--- src/rtl/instr_sequencer.sv ---
// Fetch/execute controller for tinycpu: fetches an instruction byte, decodes it and
// drives every datapath strobe and mux select. Optional single-step gating: TINYCPU_SSTEP_EN.
module instr_sequencer (
    input  logic       clk,
    input  logic       rst,
    input  logic [7:0] mem_rdata,
    input  logic       mem_ack,
    input  logic [7:0] rA,
    input  logic       step,
    output logic       mem_req,
    output logic       mem_we,
    output logic       addr_ctrl,
    output logic [2:0] mux_ctrl_rA,
    output logic       mux_ctrl_rB,
    output logic [1:0] mux_ctrl_rM,
    output logic       ld_rA,
    output logic       ld_rB,
    output logic       ld_rM,
    output logic       ld_rP,
    output logic       inc_rP,
    output logic [7:0] rA_ldi,
    output logic [3:0] alu_op,
    output logic       halted,
    output logic       illegal
);

    typedef enum logic [2:0] {
        S_FETCH     = 3'd0,
        S_EXEC      = 3'd1,
        S_MEM       = 3'd2,
        S_HALT      = 3'd3,
        S_STEP_WAIT = 3'd4
    } state_t;

    localparam logic [3:0] OP_LDI  = 4'h1;
    localparam logic [3:0] OP_ALU  = 4'h2;
    localparam logic [3:0] OP_SWAB = 4'h3;
    localparam logic [3:0] OP_SWMB = 4'h4;
    localparam logic [3:0] OP_CPPA = 4'h5;
    localparam logic [3:0] OP_CPPM = 4'h6;
    localparam logic [3:0] OP_LD   = 4'h7;
    localparam logic [3:0] OP_ST   = 4'h8;
    localparam logic [3:0] OP_JMP  = 4'h9;
    localparam logic [3:0] OP_JZ   = 4'hA;
    localparam logic [3:0] OP_HALT = 4'hF;

    localparam logic [2:0] RA_SRC_LDI = 3'd0;
    localparam logic [2:0] RA_SRC_ALU = 3'd1;
    localparam logic [2:0] RA_SRC_RB  = 3'd2;
    localparam logic [2:0] RA_SRC_RP  = 3'd3;
    localparam logic [2:0] RA_SRC_DQ  = 3'd4;
    localparam logic       RB_SRC_RA  = 1'b0;
    localparam logic       RB_SRC_RM  = 1'b1;
    localparam logic [1:0] RM_SRC_RB  = 2'd1;
    localparam logic [1:0] RM_SRC_RP  = 2'd2;

    // With single-step enabled, every completed instruction parks in STEP_WAIT.
`ifdef TINYCPU_SSTEP_EN
    localparam state_t RESET_STATE = S_STEP_WAIT;
    localparam state_t DONE_STATE  = S_STEP_WAIT;
`else
    localparam state_t RESET_STATE = S_FETCH;
    localparam state_t DONE_STATE  = S_FETCH;
    logic step_unused;
    assign step_unused = step;
`endif

    state_t     state_q, state_d;
    logic [7:0] ir_q, ir_d;
    logic       illegal_q, illegal_d;
    logic [3:0] op;

    assign op     = ir_q[7:4];
    assign rA_ldi = {4'h0, ir_q[3:0]};
    assign alu_op = ir_q[3:0];
    assign illegal = illegal_q;
    assign halted  = (state_q == S_HALT);

    always_ff @(posedge clk) begin
        if (rst) begin
            state_q   <= RESET_STATE;
            ir_q      <= 8'h00;
            illegal_q <= 1'b0;
        end else begin
            state_q   <= state_d;
            ir_q      <= ir_d;
            illegal_q <= illegal_d;
        end
    end

    always_comb begin
        state_d   = state_q;
        ir_d      = ir_q;
        illegal_d = illegal_q;
        case (state_q)
            S_FETCH: begin
                if (mem_ack) begin
                    ir_d    = mem_rdata;
                    state_d = S_EXEC;
                end
            end
            S_EXEC: begin
                case (op)
                    OP_LD, OP_ST: state_d = S_MEM;
                    OP_HALT:      state_d = S_HALT;
                    4'hB, 4'hC, 4'hD, 4'hE: begin
                        illegal_d = 1'b1;
                        state_d   = DONE_STATE;
                    end
                    default:      state_d = DONE_STATE;
                endcase
            end
            S_MEM: begin
                if (mem_ack) begin
                    state_d = DONE_STATE;
                end
            end
            S_HALT: state_d = S_HALT;
`ifdef TINYCPU_SSTEP_EN
            S_STEP_WAIT: begin
                if (step) begin
                    state_d = S_FETCH;
                end
            end
`endif
            default: state_d = RESET_STATE;
        endcase
    end

    // Strobes are combinational from state; rst overrides everything so an
    // in-flight transfer (including an ST write) is dropped immediately.
    always_comb begin
        mem_req     = 1'b0;
        mem_we      = 1'b0;
        addr_ctrl   = 1'b0;
        mux_ctrl_rA = RA_SRC_LDI;
        mux_ctrl_rB = RB_SRC_RA;
        mux_ctrl_rM = 2'd0;
        ld_rA       = 1'b0;
        ld_rB       = 1'b0;
        ld_rM       = 1'b0;
        ld_rP       = 1'b0;
        inc_rP      = 1'b0;
        if (!rst) begin
            case (state_q)
                S_FETCH: begin
                    mem_req = 1'b1;
                    inc_rP  = mem_ack;
                end
                S_EXEC: begin
                    case (op)
                        OP_LDI: begin
                            ld_rA       = 1'b1;
                            mux_ctrl_rA = RA_SRC_LDI;
                        end
                        OP_ALU: begin
                            ld_rA       = 1'b1;
                            mux_ctrl_rA = RA_SRC_ALU;
                        end
                        OP_SWAB: begin
                            ld_rA       = 1'b1;
                            ld_rB       = 1'b1;
                            mux_ctrl_rA = RA_SRC_RB;
                            mux_ctrl_rB = RB_SRC_RA;
                        end
                        OP_SWMB: begin
                            ld_rM       = 1'b1;
                            ld_rB       = 1'b1;
                            mux_ctrl_rM = RM_SRC_RB;
                            mux_ctrl_rB = RB_SRC_RM;
                        end
                        OP_CPPA: begin
                            ld_rA       = 1'b1;
                            mux_ctrl_rA = RA_SRC_RP;
                        end
                        OP_CPPM: begin
                            ld_rM       = 1'b1;
                            mux_ctrl_rM = RM_SRC_RP;
                        end
                        OP_JMP:  ld_rP = 1'b1;
                        OP_JZ:   ld_rP = (rA == 8'h00);
                        default: ;
                    endcase
                end
                S_MEM: begin
                    mem_req   = 1'b1;
                    addr_ctrl = 1'b1;
                    mem_we    = (op == OP_ST);
                    if (mem_ack && op == OP_LD) begin
                        ld_rA       = 1'b1;
                        mux_ctrl_rA = RA_SRC_DQ;
                    end
                end
                default: ;
            endcase
        end
    end

endmodule
--- config.mk ---
export PLATFORM = sky130hd
export DESIGN_NAME = instr_sequencer
export DESIGN_NICKNAME = d
export VERILOG_FILES = /design/src/rtl/instr_sequencer.sv
export SDC_FILE = /design/constraint.sdc
export NUM_CORES = 1
export LEC_CHECK = 0
export CORE_ASPECT_RATIO = 0.8
export CORE_MARGIN = 2
export CORE_UTILIZATION = 38
export CTS_CLUSTER_SIZE = 16
export DETAILED_ROUTE_END_ITERATION = 8
export PLACE_DENSITY = 0.78
export SLEW_MARGIN = 20
export SYNTH_ARGS = -nofsm -noshare
export SYNTH_HDL_FRONTEND = slang
export SYNTH_SLANG_ARGS = --single-unit
export TNS_END_PERCENT = 20
--- constraint.sdc ---
create_clock -name clk -period 2.3 [get_ports clk]
set_clock_uncertainty 0.05 [all_clocks]
set_input_delay 0.69 -clock clk [delete_from_list [all_inputs] [get_ports clk]]
set_output_delay 0.69 -clock clk [all_outputs]
set_load 0.03 [all_outputs]
==> results of run 1 <==
-- flip-flops by register name (all words and copies together), names as in the netlist --
| signal | count |
|---|---|
| state_q | 2 |
| ir_q | 8 |
| illegal | 1 |
-- final timing paths --
check,start,to,cells past startpoint
min,illegal$_SDFFE_PP0P_,illegal$_SDFFE_PP0P_,2
min reg2reg,illegal$_SDFFE_PP0P_,illegal$_SDFFE_PP0P_,2
max reg2reg,state_q[0]$_SDFFE_PP0P_,state_q[0]$_SDFFE_PP0P_,6
max,rA[4],ld_rP,5
-- power by group --
part	switching (µW)	internal, µW	leakage (µW)	total (µW)
combinational	114	107	0.000475	221
clock	67.8	67.1	0.0000150	135
sequential	20.8	203	0.0000919	223
total	202	377	0.000582	579
-- per-stage QoR --
stage	instances	hold slack [ns]
CTS	178	0.420
global placement	173	0.406
floorplan	115	0.396
detailed placement	173	0.409
global route	179	0.447
finish	179	0.419
-- placed cells by master, fill, tap and decap left out, types with 2 or more instances in the layout --
cell	Yosys	layout
sky130_fd_sc_hd__nand2b_1	3	3
sky130_fd_sc_hd__o22ai_1	2	2
sky130_fd_sc_hd__dfxtp_1	11	8
sky130_fd_sc_hd__nor2_1	5	4
sky130_fd_sc_hd__dfxtp_4	0	2
sky130_fd_sc_hd__buf_6	3	9
sky130_fd_sc_hd__clkdlybuf4s50_1	0	17
sky130_fd_sc_hd__nand3b_1	2	2
sky130_fd_sc_hd__clkbuf_4	0	3
sky130_fd_sc_hd__dlygate4sd2_1	0	4
sky130_fd_sc_hd__ha_4	0	2
sky130_fd_sc_hd__buf_4	13	19
sky130_fd_sc_hd__buf_2	2	3
sky130_fd_sc_hd__nand3_1	10	9
sky130_fd_sc_hd__clkdlybuf4s15_1	0	2
sky130_fd_sc_hd__nor2b_4	0	3
sky130_fd_sc_hd__and2_1	2	2
sky130_fd_sc_hd__and2b_1	2	2
sky130_fd_sc_hd__a21oi_1	11	10
sky130_fd_sc_hd__conb_1	1	4
sky130_fd_sc_hd__nand2_1	12	12
-- per-layer routing --
layer	vias to the layer above	wire length, µm	GRT usage, %
met5	-	0	0
met2	36	1120	31.1
li1	453	-	-
met3	2	140	3.58
met1	404	975	18.9
met4	0	21	6.98
-- final cells by class --
| class | count | share of cell area [%] |
|---|---|---|
| clock buffers | 4 | 1.85 |
| inverters | 3 | 1.32 |
| multi-input cells | 81 | 43.7 |
| flip-flops and latches | 11 | 16.1 |
| well taps | 25 | 2.20 |
| repair buffers | 55 | 34.9 |
-- logic make-up (layout without fill, tap and decap cells) --
group / after synthesis / in the layout / share of synthesized area (%)
simple gates: 50 / 50 / 34.0
xor+xnor: 1 / 1 / 0.985
other cells: 1 / 4 / 0.422
compound gates: 22 / 22 / 16.0
flops: 11 / 11 / 24.8
buf+inv: 23 / 62 / 18.1
fa+ha+maj: 4 / 4 / 5.63
-- what timing repair did --
action                     in CTS  in global routing
resized for setup              37                 20
setup endpoints to repair      14                 11
cloned                          0                  0
buffers inserted                1                  1
pin swaps                       9                  6
-- critical path: stages --
cell and delay, ns:
sky130_fd_sc_hd__buf_2 0.11, sky130_fd_sc_hd__nor4_4 0.23, sky130_fd_sc_hd__a41oi_1 0.12, sky130_fd_sc_hd__and4bb_2 0.31, sky130_fd_sc_hd__buf_6 0.13
==> summary.log, run 1 <==
qor: clocking.cts_inserted_buffers 3
qor: setup_path.worst-path-max-fanout 1
qor: synth.synthTopCellsByArea sky130_fd_sc_hd__dfxtp_1, sky130_fd_sc_hd__buf_4, sky130_fd_sc_hd__a21oi_1
qor: clocking.clock_insertion_delay_worst_skew 0.27 ns
qor: grt.grt_max_degree 13
qor: timing.finalCriticalPeriod 2.34 ns
qor: die.die-area 2750 µm²
qor: run_status.violations_in_the_final_reports setup timing
qor: clocking.path_clk_slew 0.07 ns
qor: synth.ys_top_cells_by_count sky130_fd_sc_hd__buf_4, sky130_fd_sc_hd__nand2_1, sky130_fd_sc_hd__a21oi_1, sky130_fd_sc_hd__dfxtp_1, sky130_fd_sc_hd__nand3_1
qor: layout.finalCoreUtilization 65.4%
qor: placed_design.dp.final_hpwl 1670 µm
qor: placed_design.post-place-ws -0.439 ns
qor: synth.synth_async_sr_flop_share 0%
qor: routing.postRouteAntennaNets 0
qor: routing.routed_wl 2260 µm
qor: placed_design.dpl-instance-area 1260 µm²
qor: layout.num-fill-cells 191
qor: grt.global_route.usage.total 16.7%
qor: die.floorplan.initialDensity 40.9%
qor: synth.yosys_register_bits 11
qor: timing.grt_setup_unrepaired yes
qor: synth.synth.most_common_cell sky130_fd_sc_hd__buf_4
qor: clocking.postCtsHoldBufs 0
qor: run_status.run_status complete, but fails checks
qor: timing.final_critical_path_setup_slack -0.0394 ns
qor: setup_path.critical_path_required 1.56 ns
qor: routing.num_vias 895
qor: synth.synth_area 890 µm²
qor: die.dieHeight 47.3 µm
qor: timing.timing.final.hold_violations 0
qor: power.fin_total_pwr 579 µW
qor: routing.remaining_routing_drc_violations 0
qor: grt.first_global_vias 793
qor: timing.finalSetupViolations 4
qor: layout.ff_latch_area 229 µm²
qor: synth.synth_largest_type_area_fraction 24.8%
qor: setup_path.r2r_setup_slack 0.86 ns
qor: run.drv.max_cap_violation_count 0
qor: setup_path.worst-setup-path-type primary input to primary output
qor: synth.synth-seq-area-share 24.8%
qor: setup_path.critical_path_arrival 1.60 ns
qor: layout.area.growth.synth_to_final 60.1%
qor: synth.post_synth.cell_area_avg 7.94 µm²
qor: grt.globalRouteOverflowTotal 0
qor: clocking.cts.root.buffer_cell sky130_fd_sc_hd__clkbuf_4
qor: setup_path.setup.worst_path.start_class primary input
qor: synth.post_synth_inst_count 112
qor: clocking.h-tree-depth 1
qor: synth.yosysWarnings 0
qor: die.dieWidth 58.1 µm
qor: routing.detail_route.iter0.violations 13
qor: timing.timing.final.crit_share 102%
qor: clocking.cts_tree built
qor: setup_path.cp-end-kind primary output
qor: clocking.clock-sinks 11
qor: routing.route.detailed.vias_per_inst 5.00
qor: layout.design_area 1420 µm²
qor: layout.num-nets-final 179
qor: clocking.cts.path.max_buffers 2
qor: die.number_of_placement_rows 15
qor: routing.wire_per_inst 12.6 µm
qor: synth.yosys_most_used_dff sky130_fd_sc_hd__dfxtp_1
qor: grt.antenna_violations_before_repair 0
qor: synth.edff_count_synth 0
qor: power.pwr_density_cell 407 nW/µm²
qor: routing.drtPass1Iterations 4
qor: timing.setup_total_negative_slack -0.0576 ns
qor: placed_design.port_buffers 42
qor: layout.number_of_diodes 0
qor: timing.max_freq 0.427 GHz
qor: grt.grt_pass1_wl 3420 µm
qor: die.placeable_area 2180 µm²
qor: synth.synth_top_cell_by_area sky130_fd_sc_hd__dfxtp_1
qor: layout.layout-drive-gt1-share 39.6%
qor: power.vdd.ir_drop.worst 0.287 mV
qor: timing.final_max_slew_viol_count 0
qor: power.cellLeakagePower 0.000582 µW
qor: hold_path.hp-class flop to flop
qor: layout.multi_input_comb_area 622 µm²
qor: synth.synth.distinct_cells 37
qor: placed_design.rd_place_congestion 0.777
qor: die.top_ports 48
No activity file was read; power rests on OpenSTA's default activity.
==> run 2: changes to the inputs <==
- ABC_AREA: not set -> 1
- CTS_BUF_LIST: not set -> sky130_fd_sc_hd__clkbuf_4
- PLACE_DENSITY: 0.78 -> 0.81
- clock period: 2.3 -> 2.6 ns (I/O delays scaled with it)
==> run 2 against run 1 <==
  * The run now ends clean
  * Design area down 14%
  * Register-to-register slack better by 0.27 ns
  * Synthesized cell count up 15%
  * Synthesized area down 9.3%
  * Total power down 9.5%
  * First-iteration DRC count up 54%
  * Combinational power down 11%
  * Via count down 0.56%
  * Worst setup slack better by 0.091 ns
  * Count of clock-buffer cells in the layout unchanged
  * Largest power group unchanged
==> summary.log, run 2 <==
qor: timing.max_freq 0.392 GHz
qor: layout.top_library_cells_by_usage_in_the_layout_fill_and_taps_aside sky130_fd_sc_hd__nor2_1, sky130_fd_sc_hd__clkdlybuf4s50_1, sky130_fd_sc_hd__buf_4 [was sky130_fd_sc_hd__buf_4, sky130_fd_sc_hd__clkdlybuf4s50_1, sky130_fd_sc_hd__nand2_1]
qor: hold_path.hp-class flop to flop [unchanged]
qor: synth.synth.most_common_cell sky130_fd_sc_hd__nor2_1 [was sky130_fd_sc_hd__buf_4]
qor: setup_path.rr_endpoint ir_q[2]$_SDFFE_PP0P_ [was state_q[0]$_SDFFE_PP0P_]
qor: timing.finalSetupViolations 0 [was 4]
qor: hold_path.hp-start illegal$_SDFFE_PP0P_ [unchanged]
qor: clocking.clock-sinks 11 [unchanged]
qor: layout.num-fill-cells 176 [was 191]
qor: power.power.clock.fraction 24.1% [was 23.3%]
qor: synth.synth_largest_type_area_fraction 27.3% [was 24.8%]
qor: setup_path.cp-end-kind primary output [unchanged]
qor: power.internal_power 334 µW [was 377 µW]
qor: setup_path.worst-path-max-fanout 2 [was 1]
qor: layout.num-nets-final 192 [was 179]
qor: clocking.cts_tree built [unchanged]
qor: layout.design_area 1220 µm² [was 1420 µm²]
qor: routing.num_vias 890 [was 895]
qor: layout.final_common_cell sky130_fd_sc_hd__nor2_1 [was sky130_fd_sc_hd__buf_4]
qor: layout.multi_input_comb_area 437 µm² [was 622 µm²]
qor: routing.wire_per_inst 11.0 µm [was 12.6 µm]
qor: layout.area.growth.synth_to_final 51.2% [was 60.1%]
qor: routing.route.detailed.vias_per_inst 4.66 [was 5.00]
qor: setup_path.critical_path_arrival 1.72 ns [was 1.60 ns]
qor: setup_path.worst-setup-path-type primary input to primary output [unchanged]
qor: synth.ys_top_cells_by_count sky130_fd_sc_hd__nor2_1, sky130_fd_sc_hd__nand2_1, sky130_fd_sc_hd__buf_4 [was sky130_fd_sc_hd__buf_4, sky130_fd_sc_hd__nand2_1, sky130_fd_sc_hd__a21oi_1, sky130_fd_sc_hd__dfxtp_1, sky130_fd_sc_hd__nand3_1]
qor: synth.edff_count_synth 0 [unchanged]
qor: placed_design.rd_place_congestion 0.838 [was 0.777]
qor: grt.globalRouteOverflowTotal 0 [unchanged]
qor: run_status.run_status completed [was complete, but fails checks]
qor: grt.global_route.usage.total 17.1% [was 16.7%]
qor: timing.setup_total_negative_slack 0 ns [was -0.0576 ns]
qor: routing.postRouteAntennaNets 0 [unchanged]
qor: synth.yosysWarnings 0 [unchanged]
qor: routing.detail_route.iter0.violations 20 [was 13]
qor: setup_path.worst_path_max_delay_cell sky130_fd_sc_hd__clkdlybuf4s50_1 [was sky130_fd_sc_hd__and4bb_2]
qor: die.placeable_area 1940 µm² [was 2180 µm²]
qor: timing.grt_setup_unrepaired yes [unchanged]
qor: clocking.h-tree-depth 1 [unchanged]
qor: die.dieWidth 55.5 µm [was 58.1 µm]
qor: setup_path.r2r_setup_slack 1.13 ns [was 0.86 ns]
qor: synth.post_synth_inst_count 129 [was 112]
qor: routing.routed_wl 2100 µm [was 2260 µm]
qor: timing.holdWs 0.409 ns [was 0.419 ns]
qor: die.top_ports 48 [unchanged]
qor: hold_path.hold_depth 2 [unchanged]
qor: power.power.sequential.fraction 38.3% [was 38.6%]
qor: clocking.cts_inserted_buffers 3 [unchanged]
qor: synth.post_synth.cell_area_avg 6.26 µm² [was 7.94 µm²]
qor: timing.finalCriticalPeriod 2.55 ns
qor: setup_path.setup.worst_path.start_class primary input [unchanged]
qor: placed_design.port_buffers 42 [unchanged]
qor: synth.synth-seq-area-share 27.3% [was 24.8%]
qor: die.die-area 2510 µm² [was 2750 µm²]
qor: synth.synth_top_cell_by_area sky130_fd_sc_hd__dfxtp_1 [unchanged]
qor: die.floorplan.initialDensity 41.5% [was 40.9%]
qor: grt.first_global_vias 841 [was 793]
qor: setup_path.cpMostUsedCell sky130_fd_sc_hd__nand2_1
qor: synth.synth.distinct_cells 21 [was 37]
qor: power.combinationalPowerShare 37.6% [was 38.2%]
qor: synth.yosys_register_bits 11 [unchanged]
qor: power.pwr_density_cell 430 nW/µm² [was 407 nW/µm²]
qor: setup_path.critical_path_required 1.77 ns [was 1.56 ns]
qor: grt.grt_max_degree 13 [unchanged]
qor: synth.yosys_most_used_dff sky130_fd_sc_hd__dfxtp_1 [unchanged]
qor: placed_design.dp.final_hpwl 1670 µm [about the same]
qor: die.number_of_placement_rows 14 [was 15]
qor: layout.largest_register ir_q [unchanged]
qor: placed_design.dpl-instance-area 1160 µm² [was 1260 µm²]
qor: routing.drtPass1Iterations 4 [unchanged]
qor: clocking.cts.root.buffer_cell sky130_fd_sc_hd__clkbuf_4 [unchanged]
qor: timing.timing.final.hold_violations 0 [unchanged]
qor: grt.antenna_violations_before_repair 0 [unchanged]
qor: die.dieHeight 45.2 µm [was 47.3 µm]
qor: clocking.clock_insertion_delay_worst_skew 0.26 ns [was 0.27 ns]
qor: layout.finalCoreUtilization 62.7% [was 65.4%]
qor: layout.number_of_diodes 0 [unchanged]
qor: routing.remaining_routing_drc_violations 0 [unchanged]
qor: clocking.path_clk_slew 0.07 ns [about the same]
qor: hold_path.worstHoldEndpoint illegal$_SDFFE_PP0P_ [unchanged]
qor: synth.synth_area 807 µm² [was 890 µm²]
qor: run.drv.max_cap_violation_count 0 [unchanged]
qor: clocking.cts.path.max_buffers 2 [unchanged]
qor: timing.timing.final.crit_share 98.0%
qor: layout.largest_reg_flops 8 [unchanged]
qor: power.switching_share 36.4% [was 34.9%]
qor: setup_path.r2r_cells 7 [was 6]
qor: timing.final_max_slew_viol_count 0 [unchanged]
qor: layout.ff_latch_area 220 µm² [was 229 µm²]
qor: setup_path.crit_path_cell_trace clkdlybuf4s50_1, nand4_1, nor2_1, nand2_1, nand2_1, buf_6 [was buf_2, nor4_4, a41oi_1, and4bb_2, buf_6]
qor: synth.synthTopCellsByArea sky130_fd_sc_hd__dfxtp_1, sky130_fd_sc_hd__nor2_1, sky130_fd_sc_hd__buf_4 [was sky130_fd_sc_hd__dfxtp_1, sky130_fd_sc_hd__buf_4, sky130_fd_sc_hd__a21oi_1]
qor: synth.synth_async_sr_flop_share 0% [unchanged]
qor: power.cellLeakagePower 0.000644 µW [was 0.000582 µW]
qor: setup_path.rr_startpoint state_q[1]$_SDFFE_PP0P_ [was state_q[0]$_SDFFE_PP0P_]
qor: grt.grt_pass1_wl 3440 µm [was 3420 µm]
qor: setup_path.critical_path.max_stage_delay 0.48 ns [was 0.31 ns]
qor: layout.layout-drive-gt1-share 21.0% [was 39.6%]
qor: power.vdd.ir_drop.worst 0.290 mV [was 0.287 mV]
qor: power.netSwitchingPower 191 µW [was 202 µW]
## run 2: changes by cell type after synthesis, moves of 3 or more
cell	delta
sky130_fd_sc_hd__nor2_1	+30
sky130_fd_sc_hd__nand2b_1	-3
sky130_fd_sc_hd__nor2b_1	-4
sky130_fd_sc_hd__nand3_1	-7
sky130_fd_sc_hd__inv_2	+4
sky130_fd_sc_hd__a21oi_1	-7
sky130_fd_sc_hd__inv_1	+7
sky130_fd_sc_hd__nand2_1	+4
sky130_fd_sc_hd__buf_6	-3
sky130_fd_sc_hd__o21ai_1	+11
sky130_fd_sc_hd__nand2_2	+3
## run 2: layout make-up
| type | count | area share, % |
|---|---|---|
| timing repair buffer | 46 | 36.2 |
| multi-input combinational | 90 | 35.8 |
| clock buffer | 4 | 2.46 |
| sequential | 11 | 18.1 |
| tap | 24 | 2.46 |
| inverter | 16 | 5.03 |
## run 2: critical path, delay by kind of cell
family	cells	cell delay [ns]
simple gates	4	0.33
buf+inv	2	0.61
## run 2: logic make-up after synthesis
group | count (synthesis) | share of synthesized area [%]
AND/OR/NAND/NOR | 62 | 31.9
buffers and inverters | 31 | 20.9
AO/OA/AOI/OAI | 20 | 13.2
flip-flops | 11 | 27.3
adder cells (fa/ha/maj) | 4 | 6.20
other | 1 | 0.465
## run 2: layer usage
metal | vias to the layer above | track usage [%] | share of wire, %
met1 | 396 | 19.3 | 44
met4 | 0 | 2.44 | 0.57
met2 | 32 | 32.4 | 49
met5 | - | 0 | 0
met3 | 2 | 6.02 | 6.0
li1 | 460 | - | -
## run 2: power by group through the flow
| stage | sequential (µW) | combinational, µW | clock, µW |
|---|---|---|---|
| floorplan | 201 | 139 | 0 |
| global placement | 203 | 193 | 0 |
| detailed placement | 204 | 198 | 0 |
| CTS | 201 | 199 | 132 |
| global route | 203 | 216 | 141 |
| finish | 201 | 197 | 127 |
## run 2: repair_timing
action | 4_1_cts | 5_1_grt
resized for setup | 3 | 11
setup buffers | 0 | 0
endpoints found under the setup margin | 10 | 3
hold buffers | 0 | 0
cloned | 0 | 0
pin swaps | 0 | 8
## run 2: worst max-delay path by stage
stage	from	end	slack, ns	depth (start not counted)
after floorplan	rst	mux_ctrl_rM[0]	0.02	6
after global placement	rst	mux_ctrl_rM[0]	-0.11	7
after detailed placement	rst	mux_ctrl_rB	-0.14	7
after CTS	rA[1]	ld_rP	-0.04	7
after global routing	mem_ack	ld_rA	-0.02	6
final	mem_ack	ld_rA	0.05	6
## run 2: per-stage QoR
step | total power, µW | std cells | setup WS (ns)
global placement | 396 | 187 | -0.106
floorplan | 340 | 132 | 0.0214
finish | 524 | 191 | 0.0517
detailed placement | 402 | 187 | -0.137
global route | 560 | 191 | -0.0250
CTS | 532 | 191 | -0.0356
